<file path="config.mk">
export PLATFORM = sky130hd
export DESIGN_NAME = pir_activity_sampler
export DESIGN_NICKNAME = d
export VERILOG_FILES = /design/src/rtl/pir_activity_sampler.sv
export SDC_FILE = /design/constraint.sdc
export NUM_CORES = 1
export LEC_CHECK = 0
export ABC_AREA = 1
export BUFFER_PORTS_ARGS = -buffer_cell sky130_fd_sc_hd__buf_4
export CAP_MARGIN = 0
export CORE_ASPECT_RATIO = 0.6
export CORE_MARGIN = 10
export CORE_UTILIZATION = 52
export DETAILED_ROUTE_END_ITERATION = 16
export PLACE_DENSITY = 0.84
export SLEW_MARGIN = 10
export SYNTH_ARGS = -nofsm -noshare
export SYNTH_HDL_FRONTEND = slang
export SYNTH_SLANG_ARGS = --single-unit
export TNS_END_PERCENT = 1
</file>
<file path="constraint.sdc">
create_clock -name clk -period 1.5 [get_ports clk]
set_clock_uncertainty 0.15 [all_clocks]
set_input_delay 0.225 -clock clk [delete_from_list [all_inputs] [get_ports clk]]
set_output_delay 0.225 -clock clk [all_outputs]
set_load 0.02 [all_outputs]
</file>
<file path="src/rtl/pir_activity_sampler.sv">
// PIR front end: per-line 2-flop synchroniser and debounce, then per-sensor
// active-cycle counts over a fixed window, published with a one-cycle strobe.
module pir_activity_sampler #(
  parameter int unsigned DEBOUNCE_CYCLES = 4,
  parameter int unsigned WINDOW          = 100
) (
  input  logic       clk,
  input  logic       rst_n,
  input  logic       enable,
  input  logic [2:0] pir_raw,
  output logic [6:0] level_1,
  output logic [6:0] level_2,
  output logic [6:0] level_3,
  output logic       level_valid,
  output logic [2:0] pir_clean
);

  localparam logic [3:0] DB_LAST = 4'(DEBOUNCE_CYCLES - 1);
  localparam logic [6:0] W_LAST  = 7'(WINDOW - 1);

  typedef enum logic {IDLE, RUN} state_t;

  state_t          state_q, state_d;
  logic [2:0]      sync1_q, sync2_q, clean_q;
  logic [2:0][3:0] dcnt_q;
  logic [6:0]      wcnt_q, wcnt_d;
  logic [2:0][6:0] acnt_q, acnt_d, acnt_sum;
  logic [2:0][6:0] level_q, level_d;
  logic            valid_q, valid_d;

  // Synchroniser and debounce are free-running, independent of the FSM.
  always_ff @(posedge clk or negedge rst_n) begin
    if (!rst_n) begin
      sync1_q <= '0;
      sync2_q <= '0;
      clean_q <= '0;
      dcnt_q  <= '0;
    end else begin
      sync1_q <= pir_raw;
      sync2_q <= sync1_q;
      for (int unsigned i = 0; i < 3; i++) begin
        if (sync2_q[i] == clean_q[i]) begin
          dcnt_q[i] <= '0;
        end else if (dcnt_q[i] == DB_LAST) begin
          clean_q[i] <= sync2_q[i];
          dcnt_q[i]  <= '0;
        end else begin
          dcnt_q[i] <= dcnt_q[i] + 4'd1;
        end
      end
    end
  end

  always_ff @(posedge clk or negedge rst_n) begin
    if (!rst_n) begin
      state_q <= IDLE;
      wcnt_q  <= '0;
      acnt_q  <= '0;
      level_q <= '0;
      valid_q <= 1'b0;
    end else begin
      state_q <= state_d;
      wcnt_q  <= wcnt_d;
      acnt_q  <= acnt_d;
      level_q <= level_d;
      valid_q <= valid_d;
    end
  end

  always_comb begin
    for (int unsigned i = 0; i < 3; i++) begin
      acnt_sum[i] = acnt_q[i] + {6'b0, clean_q[i]};
    end
  end

  always_comb begin
    state_d = state_q;
    wcnt_d  = wcnt_q;
    acnt_d  = acnt_q;
    level_d = level_q;
    valid_d = 1'b0;
    case (state_q)
      IDLE: begin
        wcnt_d = '0;
        acnt_d = '0;
        if (enable) state_d = RUN;
      end
      RUN: begin
        // Dropping enable wins over a coincident window end: partial window is discarded.
        if (!enable) begin
          state_d = IDLE;
          wcnt_d  = '0;
          acnt_d  = '0;
        end else if (wcnt_q == W_LAST) begin
          level_d = acnt_sum;
          valid_d = 1'b1;
          acnt_d  = '0;
          wcnt_d  = '0;
        end else begin
          acnt_d = acnt_sum;
          wcnt_d = wcnt_q + 7'd1;
        end
      end
      default: state_d = IDLE;
    endcase
  end

  assign level_1     = level_q[0];
  assign level_2     = level_q[1];
  assign level_3     = level_q[2];
  assign level_valid = valid_q;
  assign pir_clean   = clean_q;

endmodule
</file>
# Word level (Yosys, flattened, before mapping)
# Index checks and enable logic that the tools add are counted.
# word_totals
reg_bits	72
input_bits	6
out_inout_bits	25
wordCells	55
# classes
add_sub_neg	7
n_eq_ne	7
muxes	16
n_bitwise	4
n_reduce_logical	4
# ops
operator	count
21-bit 2-to-1 mux	2
21-bit case mux with 2 select lines	1
4-bit 2-to-1 mux	6
7-bit by 1-bit adder with 7-bit output	3
7-bit 2-to-1 mux	2
7-bit case mux with 2 select lines	1
4-bit by 1-bit adder with 4-bit output, second input constant	3
4-bit by 2-bit == test with 1-bit output, second input constant	3
7-bit by 1-bit adder with 7-bit output, second input constant	1
7-bit == test, second input constant	1
2-bit AND reduction	3
1-bit 2-to-1 mux	4
1-bit inverter	4
1-bit == test	3
3-bit AND reduction	1

# Logic depth before layout (Yosys ltp)
# Gate-level depths: netlist of the first run.
# depth
word_depth	4
depth_mapped	8
depth_no_buf	8

# Least setup slack after synthesis of the first run
# No wires, ideal clock.
# synth_timing
kind	reg-to-reg
start	register clean_q[2] (netlist: pir_clean[2])
end	register level_q (netlist bit level_3[4])
setup_ps	65
t_arrival_ps	1402
t_required_ps	1285
path_slack_ps	-117
path_stages_with_launch	8
path_buffers	0
period_less_slack_ps	1617
path_cell_list	dfrtp_1 ha_1 ha_1 nand3_1 or2_2 nand2_1 nand2_1 nand2_1
# synth_between
elab_chain_len	1
# synth_lines
element	line_no	rtl
start, declared	24	logic [2:0] sync1_q, sync2_q, clean_q;
start signal, assigned by index	45	clean_q[i] <= sync2_q[i];
7-bit by 1-bit adder with 7-bit output	72	acnt_sum[i] = acnt_q[i] + {6'b0, clean_q[i]};
end signal, assigned	65	level_q <= level_d;
end, declared	28	logic [2:0][6:0] level_q, level_d;
# No other way between the ends.
# A chain may end at the register's enable or synchronous reset.

# Worst setup path after layout of the first run
# layout_timing
start	register clean_q[1] (netlist: pir_clean[1])
end	register level_q (netlist bit level_2[3])
# The elaborated chain is that of the path after synthesis.

==> results of run 1 <==
-- layer usage --
layer / GRT usage / vias to the layer above / routed length (µm)
met5: 0 / - / 0
met4: 0.0595 / 0 / 66
met3: 0.0650 / 6 / 426
met2: 0.219 / 54 / 2920
met1: 0.171 / 1105 / 2970
li1: - / 1145 / -
-- synthesized netlist by cell type --
library cell | instances | area share
nand2_1 | 108 | 0.13
dfrtp_1 | 72 | 0.59
nor2_1 | 36 | 0.044
inv_1 | 25 | 0.031
nand3_1 | 19 | 0.031
a21oi_1 | 13 | 0.021
ha_1 | 11 | 0.045
o21ai_0 | 9 | 0.015
xor2_1 | 9 | 0.026
o21ai_1 | 4 | 0.0065
xnor2_1 | 4 | 0.011
and2_1 | 3 | 0.0061
and3_1 | 2 | 0.0041
buf_2 | 2 | 0.0033
buf_4 | 2 | 0.0049
nand3b_1 | 2 | 0.0049
nor3_1 | 2 | 0.0033
or2_2 | 2 | 0.0041
buf_6 | 1 | 0.0037
clkinv_2 | 1 | 0.0016
inv_2 | 1 | 0.0012
nand3_2 | 1 | 0.0033
nand4_4 | 1 | 0.0069
nor2_2 | 1 | 0.0020
nor2_4 | 1 | 0.0037
-- cells by family after synthesis --
logic type / Yosys count / synth area share
flops: 72 / 0.586
xor+xnor: 13 / 0.0370
fa+ha+maj: 11 / 0.0448
simple gates: 178 / 0.245
buf+inv: 32 / 0.0452
compound gates: 26 / 0.0423
-- registers in the layout (all words and copies together), names as in the netlist, 3 cells and up --
signal / count
acnt_q: 21
dcnt_q: 12
level_1: 7
level_2: 7
level_3: 7
wcnt_q: 7
pir_clean: 3
sync1_q: 3
sync2_q: 3
-- where the power goes --
part | switching [mW] | internal (mW) | total, mW
Clock | 0.708 | 1.28 | 1.99
Combinational | 0.384 | 0.322 | 0.706
Sequential | 0.130 | 2.10 | 2.23
-- area by class of cell --
class	count	area share
flip-flops and latches	72	0.464
multi-input cells	228	0.310
clock inverters	5	0.0331
inverters	27	0.0273
repair buffers	46	0.106
well taps	80	0.0257
clock buffers	11	0.0338
-- cell usage in the layout (no fill, tap or decap), types with 5 or more instances in the layout --
| master | netlist | final |
|---|---|---|
| nand2_1 | 108 | 106 |
| nor2_1 | 36 | 34 |
| dfrtp_1 | 72 | 71 |
| ha_1 | 11 | 8 |
| buf_4 | 2 | 33 |
| inv_1 | 25 | 24 |
| xor2_1 | 9 | 8 |
| dlygate4sd3_1 | 0 | 5 |
| o21ai_1 | 4 | 9 |
| clkbuf_8 | 0 | 9 |
| nand3_1 | 19 | 18 |
| a21oi_1 | 13 | 13 |
| buf_6 | 1 | 5 |
-- worst paths after layout --
check	to	slack, ps	depth (start not counted)
min in group clk	sync2_q[1]$_DFF_PN0_	200	0
worst min-delay path	level_1[5]$_DFFE_PN0P_	140	2
max in group asynchronous	pir_clean[2]$_DFFE_PN0P_	600	3
worst max register to register	level_2[3]$_DFFE_PN0P_	4	6
worst max-delay path	level_2[3]$_DFFE_PN0P_	4	6
worst min register to register	sync2_q[1]$_DFF_PN0_	200	0
-- timing repair --
item,in CTS,in global routing
hold buffers,5,0
gates cloned,0,1
endpoints found under the setup margin,14,48
endpoints found under the hold margin,76,0
pin swaps,0,2
resized for setup,4,23
-- through the flow --
stage               setup WS (ps)  utilization
global placement             14.5        0.619
CTS                          12.2        0.676
finish                       4.34        0.688
floorplan                    35.8            -
global route                -89.3        0.688
detailed placement          -13.6        0.619
==> results list, run 1 <==
* Status: finished clean
* Final Hold Vio Count: 0
- Floorplan core area: 0.00565 mm²
* Cell class contributing the biggest share of worst-path delay: flip-flops
* Ys Warns: 0
* Fill cell count: 422
- Each instance of the synthesized netlist takes up on average 9.26 µm².
* Buffering stage count on the worst path with inverters included: 0
- Worst-Margin Slew: 280 ps
* Pin count of the biggest net entering global routing: 33
- # IOs: 31
- Global routing finished with a remaining overflow of 0.
- Std cell rows: 21
* Power, Total: 4.92 mW
- Placed cell count: 447
* Critical path required time: 1590 ps
- Slowest Stage Delay on Critical Path: 430 ps
- Summed over all cells, the static leakage comes to 2.01 nW.
* Worst-Skew Late Latency: 350 ps
- Synth cell types: 25
- The number of antenna diodes in the final layout is 0.
* CP startpoint: pir_clean[1]$_DFFE_PN0P_
- Capturing element type of the critical path: register
* GRT Total Usage: 0.142
- Number of antenna violations at the first check in global routing: 0
- The clock passes through at most 2 buffers.
- Input/output buffers: 30
- Once layout is complete, the cells apart from fillers number 469.
* Detailed-routing iteration count for the pre-antenna-repair pass: 4
* Final setup violation count: 0
* Sum of negative setup slack: 0 ps
- In this run the clock root is driven by a clkbuf_8.
- Using the TritonRoute via totals, the vias-per-cell ratio works out to 4.93.
* Type of the most critical hold path: in -> async
* First-pass GRT wire length: 10900 µm
- Aggregate routed wire length: 6380 µm
- Period utilisation layout: 0.997
- WS Path Type: reg -> reg
- Number of design-rule violations left by the first detailed-router iteration: 193
- Total of flip-flops plus latches after synthesis: 72
* Summed instance area of the synthesized netlist: 0.00308 mm²
- Nets in the synthesized netlist: 349
* Mapped Cells: 332
- Critical register-to-register path startpoint: pir_clean[1]$_DFFE_PN0P_
- For this design, the slowest cell found on the critical path is dfrtp_1.
- Worst relative slew slack: 0.811
- At the end of the flow, the number of nets in the layout was 401.
- Cell area reported after detailed placement: 0.00350 mm²
- STA classifies the critical path startpoint as a register.
* Number of max-slew violations in the final report: 0
* Post-route standard cell area excluding fillers: 0.00389 mm²
- Sequential Area: 0.00180 mm²
- Height of the die: 79.6 µm
* Minimum hold slack: 139 ps
- Setup repair after global routing missed its margin: true
- Maximum level of the CTS H-tree: 3
- Post-DR wirelength/cell: 13.6 µm
- Areal power density over the cells: 1270 mW/mm²
* Proportion of layout cells with a drive suffix above 1: 0.193
- Footprint of the multi-input gates: 0.00120 mm²
- Traced cell by cell, the critical path runs through ha_1 > nand2_1 > o21ai_0 > nand2_1 > nand2_1 > nand2_1.
* Highest achievable clock rate: 669 MHz
* Vias in the first global route: 2370
- The die is 119 µm wide.
- At the worst endpoint, the arrival time is 1590 ps.
- Post-CTS Setup Bufs: 0
* Count of max-cap constraint violations: 0
- CTS clock-pin slew for the worst setup and hold paths: 80 ps
- Proportion of synthesized chip area in sequential cells: 0.586
- The clock period could shrink to 1500 ps.
* Dominant cell type by count on the critical path: nand2_1
- Clock tree from TritonCTS: built
* Synthesis-to-layout area growth: 26.4%
* Weighted congestion at the end of routability-driven global placement: 0.811
- Starting utilization of the core area: 0.544
- For this design, the sink count on the clock tree is 72.
- The detail route stage leaves a number of antenna-violating nets equal to 0.
- Hpwl dp: 4440 µm
- The floorplan step defined a die boundary enclosing 0.00949 mm².
* Largest fanout on the critical path: 3
* Number of buffers created by CTS: 9
* Routed vias: 2310
- Number of DRC violations after detailed routing: 0
* Worst-case vdd ir drop: 0.000901 V
Power figures use the tool's default switching activity.
==> run 2: changes to the inputs <==
--- a/constraint.sdc
+++ b/constraint.sdc
@@ -3,3 +3,3 @@
 set_input_delay 0.225 -clock clk [delete_from_list [all_inputs] [get_ports clk]]
 set_output_delay 0.225 -clock clk [all_outputs]
-set_load 0.02 [all_outputs]
+set_load 0.005 [all_outputs]
==> run 2 against run 1 <==
Against the previous run:
- worst setup slack improved by 21 ps
- cell count increased by 0.85%
- first-iteration DRC count decreased by 8.8%
- die area unchanged
- register-to-register slack improved by 20 ps
- total power decreased by 11%
- clock power decreased by 23%
- critical path depth increased by 1
- critical path type unchanged
- critical endpoint is now level_3[4]$_DFFE_PN0P_
==> results list, run 2 (synthesis results as in run 1) <==
- Height of the die: 79.6 µm (unchanged)
- The most frequent cell on the critical path is nand2_1 (unchanged).
- The average via count per standard cell is 4.96 (was 4.93).
- The kind of cell adding the most delay to the critical path is simple AND/OR/NAND/NOR gates (was flip-flops).
- NumNets Final: 405 (was 401)
- Die area: 0.00949 mm² (unchanged)
* Final setup violation count: 0 (unchanged)
* Worst-Margin Slew: 337 ps (was 280 ps)
- The clock root buffer is clkbuf_8 (unchanged).
* Number of buffers created by CTS: 9 (unchanged)
- Weighted congestion at the end of routability-driven global placement: 0.866 (was 0.811)
* Period utilisation layout: 0.983 (was 0.997)
- The placeable core region is 0.00565 mm² (unchanged).
- The slowest cell on the critical path is dfrtp_1 (unchanged).
- The number of antenna repair diodes was 0 (unchanged).
- Final core occ: 0.676 (was 0.688)
* Width of the die: 119 µm (unchanged)
- The required time of the critical path was 1640 ps (was 1590 ps).
- Maximum level of the CTS H-tree: 3 (unchanged)
- The peak per-stage delay on the critical path came to 360 ps (was 430 ps).
* Placed cell count: 451 (was 447)
- The violation count after the first detailed-route iteration came to 176 (was 193).
- The maximum vdd drop was 0.000765 V (was 0.000901 V).
- Reg with most FFs: acnt_q (unchanged)
* Areal power density over the cells: 1150 mW/mm² (was 1270 mW/mm²)
* Critical Path, Cell by Cell: ha_2 > ha_4 > nand3_4 > or2_2 > nand2_1 > nand2_1 > nand2_1 (was ha_1 > nand2_1 > o21ai_0 > nand2_1 > nand2_1 > nand2_1)
- First-pass GRT wire length: 11100 µm (was 10900 µm)
- The detailed-route DRC error count is 0 (unchanged).
* Sum of negative setup slack: 0 ps (unchanged)
- Std cell rows: 21 (unchanged)
- The number of iterations in the first detailed-routing pass came to 4 (unchanged).
- Capturing element type of the critical path: register (unchanged)
- Final critical-path required period: 1470 ps (was 1500 ps)
- Hpwl dp: 4530 µm (was 4440 µm)
- Worst setup path endpoint: level_3[4]$_DFFE_PN0P_ (was level_2[3]$_DFFE_PN0P_)
- The max-slew violation total from the final report is 0 (unchanged).
* Aggregate routed wire length: 6310 µm (was 6380 µm)
- The static leakage power came to 1.99 nW (was 2.01 nW).
* Routed vias: 2345 (was 2310)
* Number of antenna violations at the first check in global routing: 0 (unchanged)
* Status: finished clean (unchanged)
- The number of max-cap violations is 0 (unchanged).
- Commonest cells after routing, fill and taps aside: 107 x nand2_1, 72 x dfrtp_1, 43 x buf_4 (was 106 x nand2_1, 71 x dfrtp_1, 34 x nor2_1)
- The effective utilization at floorplan was 0.544 (unchanged).
- The commonest non-fill, non-tap cell in the layout is nand2_1 (unchanged).
* Endpoint of the most critical register-to-register path: level_3[4]$_DFFE_PN0P_ (was level_2[3]$_DFFE_PN0P_)
- The antenna violation net count after detailed routing was 0 (unchanged).
- Regs by FF count: acnt_q: 21 flops, dcnt_q: 12 flops (unchanged).
- The maximum number of pins on one net before global-route repair was 32 (was 33).
- GRT Residual Overflow: 0 (unchanged)
- Setup slack of the most critical reg-to-reg path: 30 ps (was 4 ps)
- Final cell count without fillers: 473 (was 469)
- The arrival time of the worst setup path was 1610 ps (was 1590 ps).
* CP startpoint: acnt_q[14]$_DFF_PN0_ (was pir_clean[1]$_DFFE_PN0P_)
- The headroom to the max-slew limit was 0.776 (was 0.811).
* Setup repair after global routing missed its margin: true (unchanged)
- The highest clock frequency the design can meet came to 678 MHz (was 669 MHz).
* Final Hold Vio Count: 0 (unchanged)
- The number of clock sinks was 72 (unchanged).
- The largest fanout of any net on the critical path came to 4 (was 3).
- Flip-flop count of the largest register after layout: 21 (unchanged)
- The average wire length per cell after detail routing is 13.3 µm (was 13.6 µm).
* WS Path Type: reg -> reg (unchanged)
* CTS clock-pin slew for the worst setup and hold paths: 80 ps (about the same)
* Input/output buffers: 30 (unchanged)
- Synthesis-to-layout area growth: 24.2% (was 26.4%)
- The total stage count of the critical path came to 7 (was 6).
- Critical register-to-register path startpoint: acnt_q[14]$_DFF_PN0_ (was pir_clean[1]$_DFFE_PN0P_)
* Vias in the first global route: 2377 (was 2370)
- # IOs: 31 (unchanged)
* Clock tree from TritonCTS: built (unchanged)
- Minimum hold slack: 177 ps (was 139 ps)
- Power, Total: 4.40 mW (was 4.92 mW)
- R2r worst-path depth: 7 (was 6)
* Buffering stage count on the worst path with inverters included: 0 (unchanged)
* GRT Total Usage: 0.144 (was 0.142)
- Worst-Skew Late Latency: 350 ps (about the same)
- Critical path startpoint category: register (unchanged)
- The number of buffers on the longest clock path is 2 (unchanged).
- The layout cell share with drive strength beyond 1 is 0.204 (was 0.193).
- The type of the worst min-delay path is in -> async (unchanged).
==> run 2: cell count changes in the layout (fill, tap and decap cells not counted), moves of 2 or more <==
cell and change:
buf_6 -5, clkinvlp_4 +2, clkbuf_1 -2, o21ai_2 +2, clkbuf_8 +2, bufinv_16 -3, buf_4 +10, clkinv_2 +2
==> run 2: per-stage QoR <==
step,setup slack (ps),instance area (µm²)
detailed placement,-15.4,3480
CTS,3.54,3750
finish,25.1,3820
global placement,49.0,3480
floorplan,2.58,3080
global route,-69.0,3820
==> run 2: how the worst min path moves through the flow <==
| stage | start | to |
|---|---|---|
| floorplan | rst_n | acnt_q[0]$_DFF_PN0_ |
| global placement | rst_n | dcnt_q[5]$_DFF_PN0_ |
| detailed placement | rst_n | acnt_q[7]$_DFF_PN0_ |
| CTS | rst_n | level_3[3]$_DFFE_PN0P_ |
| global route | rst_n | acnt_q[11]$_DFF_PN0_ |
| finish | rst_n | level_3[3]$_DFFE_PN0P_ |
==> run 2: area by class of cell <==
cell class | count | area (µm²)
fill | 461 | 1830
sequential | 72 | 1800
multi-input combinational | 228 | 1190
timing repair buffer | 50 | 413
clock buffer | 11 | 151
inverter | 27 | 106
tap | 80 | 100
clock inverter | 5 | 55.1
==> run 2: power breakdown <==
| group | switching, mW | internal [mW] |
|---|---|---|
| Combinational | 0.353 | 0.297 |
| Clock | 0.688 | 0.852 |
| Sequential | 0.116 | 2.10 |
==> run 2: layer usage <==
layer  GRT usage  share of wire  vias to the layer above  wire length [µm]
met3      0.0593          0.057                        6               357
met2       0.225           0.46                       50              2910
li1            -              -                     1163                 -
met1       0.176           0.48                     1126              3010
met4      0.0546         0.0073                        0                46
met5           0              0                        -                 0
==> run 2: repair_timing <==
action	in CTS	in global routing
hold endpoints to repair	76	0
pin swaps	1	3
gates resized for setup	3	21
hold buffers	5	0
buffers inserted	0	1
setup endpoints to repair	6	40
